**src/rtl/txn_pkg.sv**
```systemverilog
`default_nettype none
//-----------------------------------------------------------------------------
//  Module      : txn_pkg
//  Description : Shared types and default constants for the txn_issue burst
//                initiator and its helpers.
//                  txn_state_t        - issue FSM state encoding
//                  c_data_width       - default payload width
//                  c_len_width        - default burst-length width
//                  c_timeout_cycles   - default stall limit
//  Revision    : 1.0 - initial release
//-----------------------------------------------------------------------------
package txn_pkg;

   typedef enum logic [0:0] {
      TXN_IDLE  = 1'b0,
      TXN_ISSUE = 1'b1
   } txn_state_t;

   localparam int c_data_width     = 16;
   localparam int c_len_width      = 8;
   localparam int c_timeout_cycles = 256;

endpackage : txn_pkg
`default_nettype wire

```
**src/rtl/txn_issue_if.sv**
```systemverilog
`default_nettype none
//-----------------------------------------------------------------------------
//  Module      : txn_issue_if
//  Description : Valid/ready beat channel between a burst initiator and its
//                consumer.
//                  out_valid  master->slave  beat offered
//                  out_ready  slave->master  beat accepted
//                  out_data   master->slave  beat payload (DATA_WIDTH)
//                Modports: master (initiator), slave (consumer).
//  Revision    : 1.0 - initial release
//-----------------------------------------------------------------------------
interface txn_issue_if
   import txn_pkg::*;
#(
   parameter int DATA_WIDTH = c_data_width
);

   logic                  out_valid;
   logic                  out_ready;
   logic [DATA_WIDTH-1:0] out_data;

   modport master (
      output out_valid,
      output out_data,
      input  out_ready
   );

   modport slave (
      input  out_valid,
      input  out_data,
      output out_ready
   );

endinterface : txn_issue_if
`default_nettype wire

```
**src/rtl/txn_stall_timer.sv**
```systemverilog
`default_nettype none
//-----------------------------------------------------------------------------
//  Module      : txn_stall_timer
//  Description : Saturating count of consecutive stalled cycles. hit is
//                asserted combinationally during the stalled cycle that
//                completes TIMEOUT_CYCLES consecutive stalls, so the caller
//                can abort on that same clock edge.
//                  clk      input   clock
//                  reset_n  input   asynchronous active-low reset
//                  stall    input   beat offered but not accepted this cycle
//                  hit      output  stall limit reached this cycle
//  Revision    : 1.0 - initial release
//-----------------------------------------------------------------------------
module txn_stall_timer #(
   parameter int TIMEOUT_CYCLES = 256
) (
   input  wire logic clk,
   input  wire logic reset_n,
   input  wire logic stall,
   output logic      hit
);

   localparam int c_cnt_w = $clog2(TIMEOUT_CYCLES + 1);
   localparam logic [c_cnt_w-1:0] c_limit_m1 = c_cnt_w'(TIMEOUT_CYCLES - 1);

   logic [c_cnt_w-1:0] r_cnt;

   // r_cnt holds the number of stalls already seen in the current run, so the
   // cycle in which it equals TIMEOUT_CYCLES-1 and still stalls is the last one.
   assign hit = stall && (r_cnt >= c_limit_m1);

   always_ff @(posedge clk or negedge reset_n) begin
      if (!reset_n) begin
         r_cnt <= '0;
      end else if (!stall) begin
         r_cnt <= '0;
      end else if (r_cnt < c_limit_m1) begin
         r_cnt <= r_cnt + c_cnt_w'(1);
      end
   end

endmodule : txn_stall_timer
`default_nettype wire

```
**src/rtl/txn_issue.sv**
```systemverilog
`default_nettype none
//-----------------------------------------------------------------------------
//  Module      : txn_issue
//  Description : Command-driven burst initiator. An accepted start issues len
//                beats of payload base+index on a valid/ready channel, holding
//                valid/data until each beat is taken, and raises a sticky
//                done after the final handshake.
//                  clk      input   clock
//                  reset_n  input   asynchronous active-low reset
//                  start    input   command strobe (ignored while busy)
//                  base     input   first beat payload
//                  len      input   beat count (0 = complete immediately)
//                  clear    input   clears sticky done / err
//                  busy     output  burst in progress
//                  out_if   master  valid/ready beat channel
//                  done     output  sticky burst-complete flag
//                  err      output  sticky timeout flag (timeout build only)
//                Build option: define TXN_ISSUE_TIMEOUT_EN to abort a burst
//                after TIMEOUT_CYCLES consecutive stalled cycles.
//  Revision    : 1.0 - initial release
//-----------------------------------------------------------------------------
module txn_issue
   import txn_pkg::*;
#(
   parameter int DATA_WIDTH     = c_data_width,
   parameter int LEN_WIDTH      = c_len_width,
   parameter int TIMEOUT_CYCLES = c_timeout_cycles
) (
   input  wire logic                  clk,
   input  wire logic                  reset_n,
   input  wire logic                  start,
   input  wire logic [DATA_WIDTH-1:0] base,
   input  wire logic [LEN_WIDTH-1:0]  len,
   input  wire logic                  clear,
   output logic                       busy,
   txn_issue_if.master                out_if,
`ifdef TXN_ISSUE_TIMEOUT_EN
   output logic                       err,
`endif
   output logic                       done
);

   txn_state_t            r_state;
   txn_state_t            w_state_nxt;
   logic [DATA_WIDTH-1:0] r_data;
   logic [LEN_WIDTH-1:0]  r_idx;
   logic [LEN_WIDTH-1:0]  r_len;
   logic                  r_done;

   logic w_valid;
   logic w_hs;
   logic w_last;
   logic w_accept;
   logic w_len_zero;
   logic w_abort;

   assign w_len_zero = (len == '0);
   assign w_accept   = (r_state == TXN_IDLE) && start;
   assign w_hs       = w_valid && out_if.out_ready;
   assign w_last     = w_hs && (r_idx == (r_len - LEN_WIDTH'(1)));

`ifdef TXN_ISSUE_TIMEOUT_EN
   logic r_err;

   // hit only fires while stalled, so it can never coincide with a handshake.
   txn_stall_timer #(
      .TIMEOUT_CYCLES (TIMEOUT_CYCLES)
   ) u_stall_timer (
      .clk     (clk),
      .reset_n (reset_n),
      .stall   (w_valid && !out_if.out_ready),
      .hit     (w_abort)
   );

   always_ff @(posedge clk or negedge reset_n) begin
      if (!reset_n) begin
         r_err <= 1'b0;
      end else if (w_abort) begin
         r_err <= 1'b1;
      end else if (w_accept || clear) begin
         r_err <= 1'b0;
      end
   end

   assign err = r_err;
`else
   assign w_abort = 1'b0;
`endif

   //--------------------------------------------------------------------------
   // FSM: next state and state-decoded outputs
   //--------------------------------------------------------------------------
   always_comb begin
      w_state_nxt = r_state;
      w_valid     = 1'b0;
      busy        = 1'b0;
      case (r_state)
         TXN_IDLE: begin
            if (start && !w_len_zero) begin
               w_state_nxt = TXN_ISSUE;
            end
         end
         TXN_ISSUE: begin
            w_valid = 1'b1;
            busy    = 1'b1;
            if (w_last || w_abort) begin
               w_state_nxt = TXN_IDLE;
            end
         end
         default: begin
            w_state_nxt = TXN_IDLE;
         end
      endcase
   end

   always_ff @(posedge clk or negedge reset_n) begin
      if (!reset_n) begin
         r_state <= TXN_IDLE;
      end else begin
         r_state <= w_state_nxt;
      end
   end

   //--------------------------------------------------------------------------
   // Datapath: payload register advances with each handshake so it stays
   // stable while the consumer stalls; wrap-around is the natural modulo add.
   //--------------------------------------------------------------------------
   always_ff @(posedge clk or negedge reset_n) begin
      if (!reset_n) begin
         r_data <= '0;
         r_idx  <= '0;
         r_len  <= '0;
      end else if (w_accept && !w_len_zero) begin
         r_data <= base;
         r_idx  <= '0;
         r_len  <= len;
      end else if (w_hs) begin
         r_data <= r_data + DATA_WIDTH'(1);
         r_idx  <= r_idx + LEN_WIDTH'(1);
      end
   end

   // Set sources take priority over clear; an accepted non-empty start also
   // clears, which is what gives start precedence over a same-cycle clear.
   always_ff @(posedge clk or negedge reset_n) begin
      if (!reset_n) begin
         r_done <= 1'b0;
      end else if (w_last || (w_accept && w_len_zero)) begin
         r_done <= 1'b1;
      end else if (w_accept || clear) begin
         r_done <= 1'b0;
      end
   end

   assign done             = r_done;
   assign out_if.out_valid = w_valid;
   assign out_if.out_data  = r_data;

endmodule : txn_issue
`default_nettype wire

```
**src/flat_wrapper.sv**
```systemverilog
// flat-port wrapper written by rule: the top's interface ports become plain ports
module txn_issue_flat import txn_pkg::*;
#(
   parameter int DATA_WIDTH     = c_data_width,
   parameter int LEN_WIDTH      = c_len_width,
   parameter int TIMEOUT_CYCLES = c_timeout_cycles
)
  (clk, reset_n, start, base, len, clear, busy, done, out_if_out_valid, out_if_out_data, out_if_out_ready);
  txn_issue_if #(.DATA_WIDTH(DATA_WIDTH)) out_if_i ();
  input  wire logic clk;
  input  wire logic reset_n;
  input  wire logic start;
  input  wire logic [DATA_WIDTH-1:0] base;
  input  wire logic [LEN_WIDTH-1:0] len;
  input  wire logic clear;
  output logic busy;
  output logic done;
  output wire logic [$bits(out_if_i.out_valid)-1:0] out_if_out_valid;
  output wire logic [$bits(out_if_i.out_data)-1:0] out_if_out_data;
  input wire logic [$bits(out_if_i.out_ready)-1:0] out_if_out_ready;
  assign out_if_out_valid = out_if_i.out_valid;
  assign out_if_out_data = out_if_i.out_data;
  assign out_if_i.out_ready = out_if_out_ready;
  txn_issue #(.DATA_WIDTH(DATA_WIDTH), .LEN_WIDTH(LEN_WIDTH), .TIMEOUT_CYCLES(TIMEOUT_CYCLES)) u_core (.clk(clk), .reset_n(reset_n), .start(start), .base(base), .len(len), .clear(clear), .busy(busy), .out_if(out_if_i), .done(done));
endmodule
```
**config.mk**
```make
export PLATFORM = sky130hd
export DESIGN_NAME = txn_issue_flat
export DESIGN_NICKNAME = d
export VERILOG_FILES = /design/src/rtl/txn_pkg.sv /design/src/rtl/txn_issue_if.sv /design/src/rtl/txn_stall_timer.sv /design/src/rtl/txn_issue.sv /design/src/flat_wrapper.sv
export SDC_FILE = /design/constraint.sdc
export NUM_CORES = 1
export LEC_CHECK = 0
export CAP_MARGIN = 15
export CELL_PAD_IN_SITES_DETAIL_PLACEMENT = 0
export CELL_PAD_IN_SITES_GLOBAL_PLACEMENT = 1
export CORE_AREA = 2 2 86 68
export DETAILED_ROUTE_END_ITERATION = 8
export DIE_AREA = 0 0 88 70
export PLACE_DENSITY_LB_ADDON = 0.12
export SLEW_MARGIN = 20
export SYNTH_ARGS = -nofsm -noshare
export SYNTH_HDL_FRONTEND = slang
export SYNTH_HIERARCHICAL = 1
export SYNTH_SLANG_ARGS = --single-unit
export TNS_END_PERCENT = 1
```
**constraint.sdc**
```tcl
create_clock -name clk -period 2.7 [get_ports clk]
set_clock_uncertainty 0.2 [all_clocks]
set_input_delay 0.54 -clock clk [delete_from_list [all_inputs] [get_ports clk]]
set_output_delay 0.54 -clock clk [all_outputs]
set_load 0.1 [all_outputs]
```
==> impl_results.md, run 1 <==
* Status: finished clean
* Crit-path cells: clkdlybuf4s50_1 > and2_2 > nand3_1 > or3_4 > nor2_1 > xnor2_1 > o21ai_0
* Leading area contributor after synthesis: dfrtp_1
* Worst EP required at 2.65 ns
* Reg2Reg Launch Point: u_core/r_len[3]
* Hold Path End: u_core/r_len[7]
* Largest family of logic cells by synthesized area: simple AND/OR/NAND/NOR gates
* Starting DRT DRC Count at 57
* Post-CTS Setup Inserts at 0
* Area delta synth->final at 32.5%
* Die H at 70 um
* Post-synthesis sequential area ratio at roughly 45%
* Simple-gate share of the synthesized area at 20.8%
* Reg2reg path depth at 6
* Via density at 4.67
* Yosys warns at 6
* Drt drc at 0
* Max stage delay cell, worst path: clkdlybuf4s50_1
* CTS buffer count at 5
* Reg area at between 800 and 900 um^2
* First-pass GRT wire length at 7530 um
* Origin of the worst min-delay path: u_core/r_len[7]
* Hold depth at 1
* Final Hold Viols at 0
* Antenna violations before repair at 0
* Mux contribution to synthesized area at 4.09%
* Area of the multi-input gates at 973 um^2
* XOR/XNOR Fraction of Synth Area at between 10% and 20%
* Die width at ~88 um
* Synth Area per Inst at 9.88 um^2
* Max Cap Viol at 0
* Count of cell types in the netlist at 37
* Slew Viols, Final at 0
* ANT nets after route at 0
* Synth top area share at approximately 45%
* Share of cells above drive strength 1 at between 10% and 20%
* Type of origin of the critical path: input port
* Post-Syn Nets at 224
* Final core occ at 46.2%
* FILL cells at ~530
* Post-DP Area at 2440 um^2
* Critical Setup Path Class: input port to flip-flop
* Vias in the first global route at 1,544
* Fraction of the mapped netlist area in adder cells at approximately 2%
* Initial Util at 34.9%
* Clk sink count at 34
* Total Routing Usage GR at 15.6%
* Hpwl dp at 3240 um
* Rows at 24
* # H-tree levels at 2
* Synth Area in Compound Gates at 9.10%
* PD cells at 1310 nW/um^2
* Worst-path clk slew at 0.06 ns
* RSZ-0062 raised after global routing: no
* Root Driver: clkbuf_8
* # diodes at 0
* Syn Inst Count at 192
* Clock tree from TritonCTS: built
* Port Buffers at 47
* Pleak at 1.00 nW
* Die area at 6160 um^2
* Final period util at 84.1%
* R2R Setup Slk at roughly 0.44 ns
* Final Setup Violations at 0
* WP depth at 7
* Post-synthesis register bit count at 34
* Worst Tran Pin Value at 0.447 ns
* Largest cells by area after synthesis: dfrtp_1 45%, xnor2_1 7.4%, xor2_1 7.4%, o21ai_0 5.5%, nand2_1 4.7%
* Layout Nets at 278
* Worst VDD drop at 0.650 mV
* # IOs at 48
* Critical Path End Type: flip-flop
* Final hold slack at about 0.33 ns
* Max_slew headroom at 70.2%
* Post-Route WL at 4360 um
* Gpl congestion at ~0.7
* Crit-path max cell delay at roughly 0.45 ns
* Ys async rst share at 100%
* Hold Path Class: flip-flop to flip-flop
* Grt total ovfl at 0
* CTS Hold Bufs at 0
* Post-Syn Area at 1900 um^2
* Core area at 5440 um^2
* DR WL/cell at roughly 13 um
* Post-CTS Resized at 0
* Design area at 2510 um^2
* Worst-Skew Late Latency at ~0.27 ns
* Tmin final at between 2 and 2.5 ns
* Post-synth EDFFs at 0
* Setup TNS at 0 ns
* Cell family with most CP delay: simple AND/OR/NAND/NOR gates
* Largest net degree at the start of global routing at 35
* Worst EP arrival at 2.22 ns
* Critical path peak fanout at 9
* Fmax at 440 MHz
* Total iterations of the first detailed-routing run at 4
* Max clock buf depth at 2
* Vias at 1,514
* Buf+Inv Stages, Crit Path at 1
* Post-synth top flop: dfrtp_1
* Reg-to-Reg End: u_core/done
-- area by class of cell --
class	instances	area share, %
well taps	78	3.88
repair buffers	56	20.0
inverters	3	0.448
clock buffers	7	3.04
multi-input cells	146	38.7
flip-flops and latches	34	33.9
-- cell families (layout without fill, tap and decap cells) --
| kind of cell | after synthesis | after routing |
|---|---|---|
| AOI/OAI and AO/OA | 29 | 29 |
| xor gates and xnor gates | 32 | 32 |
| adders and majority gates | 3 | 3 |
| buffers and inverters | 12 | 66 |
| DFF | 34 | 34 |
| muxes | 7 | 7 |
| and+or+nand+nor | 75 | 75 |
-- cells in the final DEF (no fill, tap or decap), drive strengths merged, types with 3 or more instances in the layout --
cell type	n
mux2	6
clkbuf	7
nand4	7
buf	28
nand3	8
xnor2	16
ha	3
nor2	16
nand2	24
dfrtp	34
inv	3
o21ai	21
clkdlybuf4s50	28
nor4	5
xor2	16
-- metal layers --
| layer | track usage, % | up-vias | part of all wire [%] |
|---|---|---|---|
| li1 | - | 764 | - |
| met1 | 24.5 | 718 | 55 |
| met2 | 21.3 | 30 | 40 |
| met3 | 4.26 | 2 | 4.7 |
| met4 | 3.08 | 0 | 0.39 |
| met5 | 0 | - | 0 |
-- through the flow --
stage	power, mW	worst slack, ns	cells
floorplan	2.52	0.210	192
global placement	2.94	0.117	317
detailed placement	2.96	0.146	317
CTS	3.32	0.386	324
global route	3.49	0.249	324
finish	3.29	0.429	324
-- power breakdown --
| group | switching (mW) | internal [mW] | leakage (nW) | total, mW |
|---|---|---|---|---|
| Combinational | 1.34 | 0.570 | 0.544 | 1.91 |
| Clock | 0.170 | 0.178 | 0.0383 | 0.347 |
| Sequential | 0.300 | 0.733 | 0.420 | 1.03 |
| Total | 1.81 | 1.48 | 1.00 | 3.29 |
-- state kept, by name, indices dropped and copies added, names as in the netlist --
name,flops
u_core/out_if.out_data,16
u_core/r_idx,8
u_core/r_len,8
u_core/done,1
u_core/r_state,1
-- worst max path at each step --
| stage | from | endpoint | slack [ns] |
|---|---|---|---|
| floorplan | u_core/r_state | u_core/out_if.out_data[13] | 0.21 |
| detailed placement | out_if_out_ready | u_core/out_if.out_data[15] | 0.15 |
| CTS | u_core/r_len[3] | u_core/done | 0.39 |
| global placement | out_if_out_ready | u_core/out_if.out_data[12] | 0.12 |
| finish | out_if_out_ready | u_core/out_if.out_data[11] | 0.43 |
| global route | out_if_out_ready | u_core/out_if.out_data[12] | 0.25 |
-- synthesized netlist by cell type (2+ instances only) --
cell	instances
clkbuf_8	2
nand3_1	8
nor2b_1	2
nand2_1	24
nand4_1	7
nor2_1	16
xnor2_1	16
nor4_1	4
clkbuf_1	4
ha_1	3
mux2_2	6
nor3b_1	2
buf_6	2
xor2_1	16
dfrtp_1	34
o21ai_0	21
and3_1	2
and4_1	2
inv_1	3
Note: power is estimated with default switching activity, not from simulation.
==> run 2, diff against run 1 <==
clock period = 2.1 ns   (was 2.7 ns; I/O delays follow)
==> run 2 against run 1 <==
Net effect: sequential share of layout area fell by 5.2 points; combinational power up 70%; first-iteration DRC count decreased by 33%; utilization rose by 9.2 points; sequential power is 36% higher; clock power is 45% higher; via count up 4.7%; count of clock-buffer cells in the layout fell by 1; highest routed layer unchanged.
==> impl_results.md, run 2 (synthesis results as in run 1) <==
* CTS buffer count at 5 (unchanged)
* Antenna violations before repair at 0 (unchanged)
* # IOs at 48 (unchanged)
* Tmin final at between 2 and 2.5 ns
* Hold depth at 1 (unchanged)
* Clock share of power at 9.8% (-0.7 points)
* Post-Route WL at 4740 um (+8.8%)
* Max clock buf depth at 2 (unchanged)
* Setup TNS at 0 ns (unchanged)
* Worst-path clk slew at 0.07 ns (about the same)
* Max stage delay cell, worst path: dfrtp_1
* Grt total ovfl at 0 (unchanged)
* Worst EP arrival at 2.01 ns (-0.21 ns)
* Core area at 5440 um^2 (unchanged)
* Area delta synth->final at 58.8%
* Buf+Inv Stages, Crit Path at 1 (unchanged)
* Worst VDD drop at 1.06 mV (+63%)
* Final core occ at 55.4% (+9.2 points)
* PD cells at 1700 nW/um^2 (+30%)
* Hold Path Class: flip-flop to flip-flop
* Final Hold Viols at 0 (unchanged)
* Cell family with most CP delay: compound AO/OA/AOI/OAI gates
* R2R Setup Slk at 0.07 ns (-0.37 ns)
* Sequential share of power at 27.2% (-4.2 points)
* Pint at 2.57 mW (+73%)
* Worst-Skew Late Latency at 0.28 ns (about the same)
* Port Buffers at 47 (unchanged)
* Crit-path max cell delay at 0.41 ns (-0.04 ns)
* Sw frac at 50.0% (-5.0 points)
* First-pass GRT wire length at 7870 um (+4.4%)
* Max Cap Viol at 0 (unchanged)
* Die width at 88 um (unchanged)
* # diodes at 0 (unchanged)
* Status: finished clean
* Switching pwr at 2.57 mW (+42%)
* Total iterations of the first detailed-routing run at 4 (unchanged)
* Origin of the worst min-delay path: u_core/r_len[7]
* Critical path peak fanout at 3 (-6)
* Starting DRT DRC Count at 38 (-33%)
* Commonest cells after routing, fill and taps aside: 28 x clkdlybuf4s50_1, 27 x buf_4, 25 x dfrtp_1, 24 x nand2_1, 20 x o21ai_0
* Design area at 3010 um^2 (+20%)
* Reg-to-Reg End: u_core/r_state
* Die area at 6160 um^2 (unchanged)
* Die H at 70 um (unchanged)
* DR WL/cell at 13.8 um (+2.5%)
* RSZ-0062 raised after global routing: yes
* Clk sink count at 34 (unchanged)
* Pleak at 1.18 nW (+18%)
* Type of origin of the critical path: flip-flop
* Critical Setup Path Class: flip-flop to flip-flop
* Total Routing Usage GR at 16.6% (+0.98 points)
* Drt drc at 0 (unchanged)
* Clock tree from TritonCTS: built
* Final Setup Violations at 0 (unchanged)
* ANT nets after route at 0 (unchanged)
* Critical Path End Type: flip-flop
* Worst Tran Pin Value at 0.518 ns (+0.0710 ns)
* Vias in the first global route at 1,655 (+7.2%)
* CTS Hold Bufs at 0 (unchanged)
* Root Driver: clkbuf_8
* Rows at 24 (unchanged)
* Slew Viols, Final at 0 (unchanged)
* Max_slew headroom at 65.0% (-5.2 points)
* Hold Path End: u_core/r_len[7]
* Max FFs per register at 16 (unchanged)
* Fmax at between 400 and 500 MHz
* Vias at 1,585 (+4.7%)
* Initial Util at 34.9% (unchanged)
* Commonest non-fill, non-tap cell in the layout: clkdlybuf4s50_1
* # H-tree levels at 2 (unchanged)
* Final period util at 96.6%
* Gpl congestion at 0.704 (-1.6%)
* Largest net degree at the start of global routing at 35 (unchanged)
* Crit-path cells: inv_2 > ha_4 > xor2_2 > o211ai_1 > a2111oi_4 > o311ai_4 > a21o_1
* Combinational group share of total power at 63.0% (+4.9 points)
* Share of cells above drive strength 1 at 33.5% (+15 points)
* Via density at 4.61 (-1.4%)
* Worst EP required at 2.08 ns (-0.57 ns)
* Reg2reg path depth at 7 (+1)
* Hpwl dp at 3480 um (+7.6%)
* Layout Nets at 297 (+6.8%)
* Reg2Reg Launch Point: u_core/r_len[1]
* Post-DP Area at 2800 um^2 (+15%)
==> run 2: changes by cell type in the layout (fill, tap and decap cells not counted), sizes merged <==
cell      delta
a21boi       +1
buf         +18
clkbuf       -1
clkinv       +1
clkinvlp     +1
==> run 2: metrics by stage <==
step | worst slack (ns) | total power, mW | instances | hold WS [ns]
floorplan | -0.0640 | 3.26 | 192 | -0.0756
global placement | -0.494 | 4.45 | 333 | 0.329
detailed placement | -0.442 | 4.46 | 333 | 0.330
CTS | -0.0301 | 4.99 | 341 | 0.347
global route | -0.0353 | 5.44 | 344 | 0.384
finish | 0.0712 | 5.14 | 344 | 0.343
==> run 2: cell type report <==
| class | instances | area, um^2 |
|---|---|---|
| clock buffers | 6 | 82.6 |
| clock inverters | 2 | 12.5 |
| fillers | 484 | 2420 |
| inverters | 3 | 11.3 |
| multi-input cells | 147 | 1080 |
| flip-flops and latches | 34 | 865 |
| well taps | 78 | 97.6 |
| repair buffers | 74 | 863 |
==> run 2: metal layers <==
| layer | part of all wire (%) | wire (um) | vias up | global-route usage, % |
|---|---|---|---|---|
| li1 | - | - | 809 | - |
| met1 | 52 | 2460 | 739 | 24.5 |
| met2 | 42 | 2010 | 35 | 23.9 |
| met4 | 0.42 | 20 | 0 | 3.59 |
| met5 | 0 | 0 | - | 0 |
| met3 | 5.3 | 249 | 2 | 4.96 |
==> run 2: what timing repair did <==
action	in CTS	in global routing
setup buffers	0	2
setup endpoints to repair	32	30
pin swaps	2	7
resized for setup	2	16
gates cloned	0	1
==> run 2: power groups by stage <==
stage	registers (mW)	logic (mW)	clock network, mW
finish	1.40	3.24	0.503
global route	1.45	3.44	0.550
CTS	1.38	3.08	0.524
detailed placement	1.40	3.06	0
global placement	1.39	3.06	0
floorplan	2.41	0.852	0
==> run 2: worst max path at each step <==
stage                                   start                         end  slack (ns)  cells after the start
finish                        u_core/r_len[1]              u_core/r_state        0.07                      7
global route                  u_core/r_len[1]              u_core/r_state       -0.04                      7
CTS                           u_core/r_len[2]                 u_core/done       -0.03                      7
detailed placement                     len[7]   u_core/out_if.out_data[4]       -0.44                      6
global placement                       len[7]              u_core/r_state       -0.49                      5
floorplan           u_core/out_if.out_data[8]  u_core/out_if.out_data[13]       -0.06                      5
==> run 3, diff against run 2 <==
GPL_ROUTABILITY_DRIVEN = 0   (was default)
==> results of run 3 <==
Same layout as run 2: the final DEF is identical, and so are final timing and power.
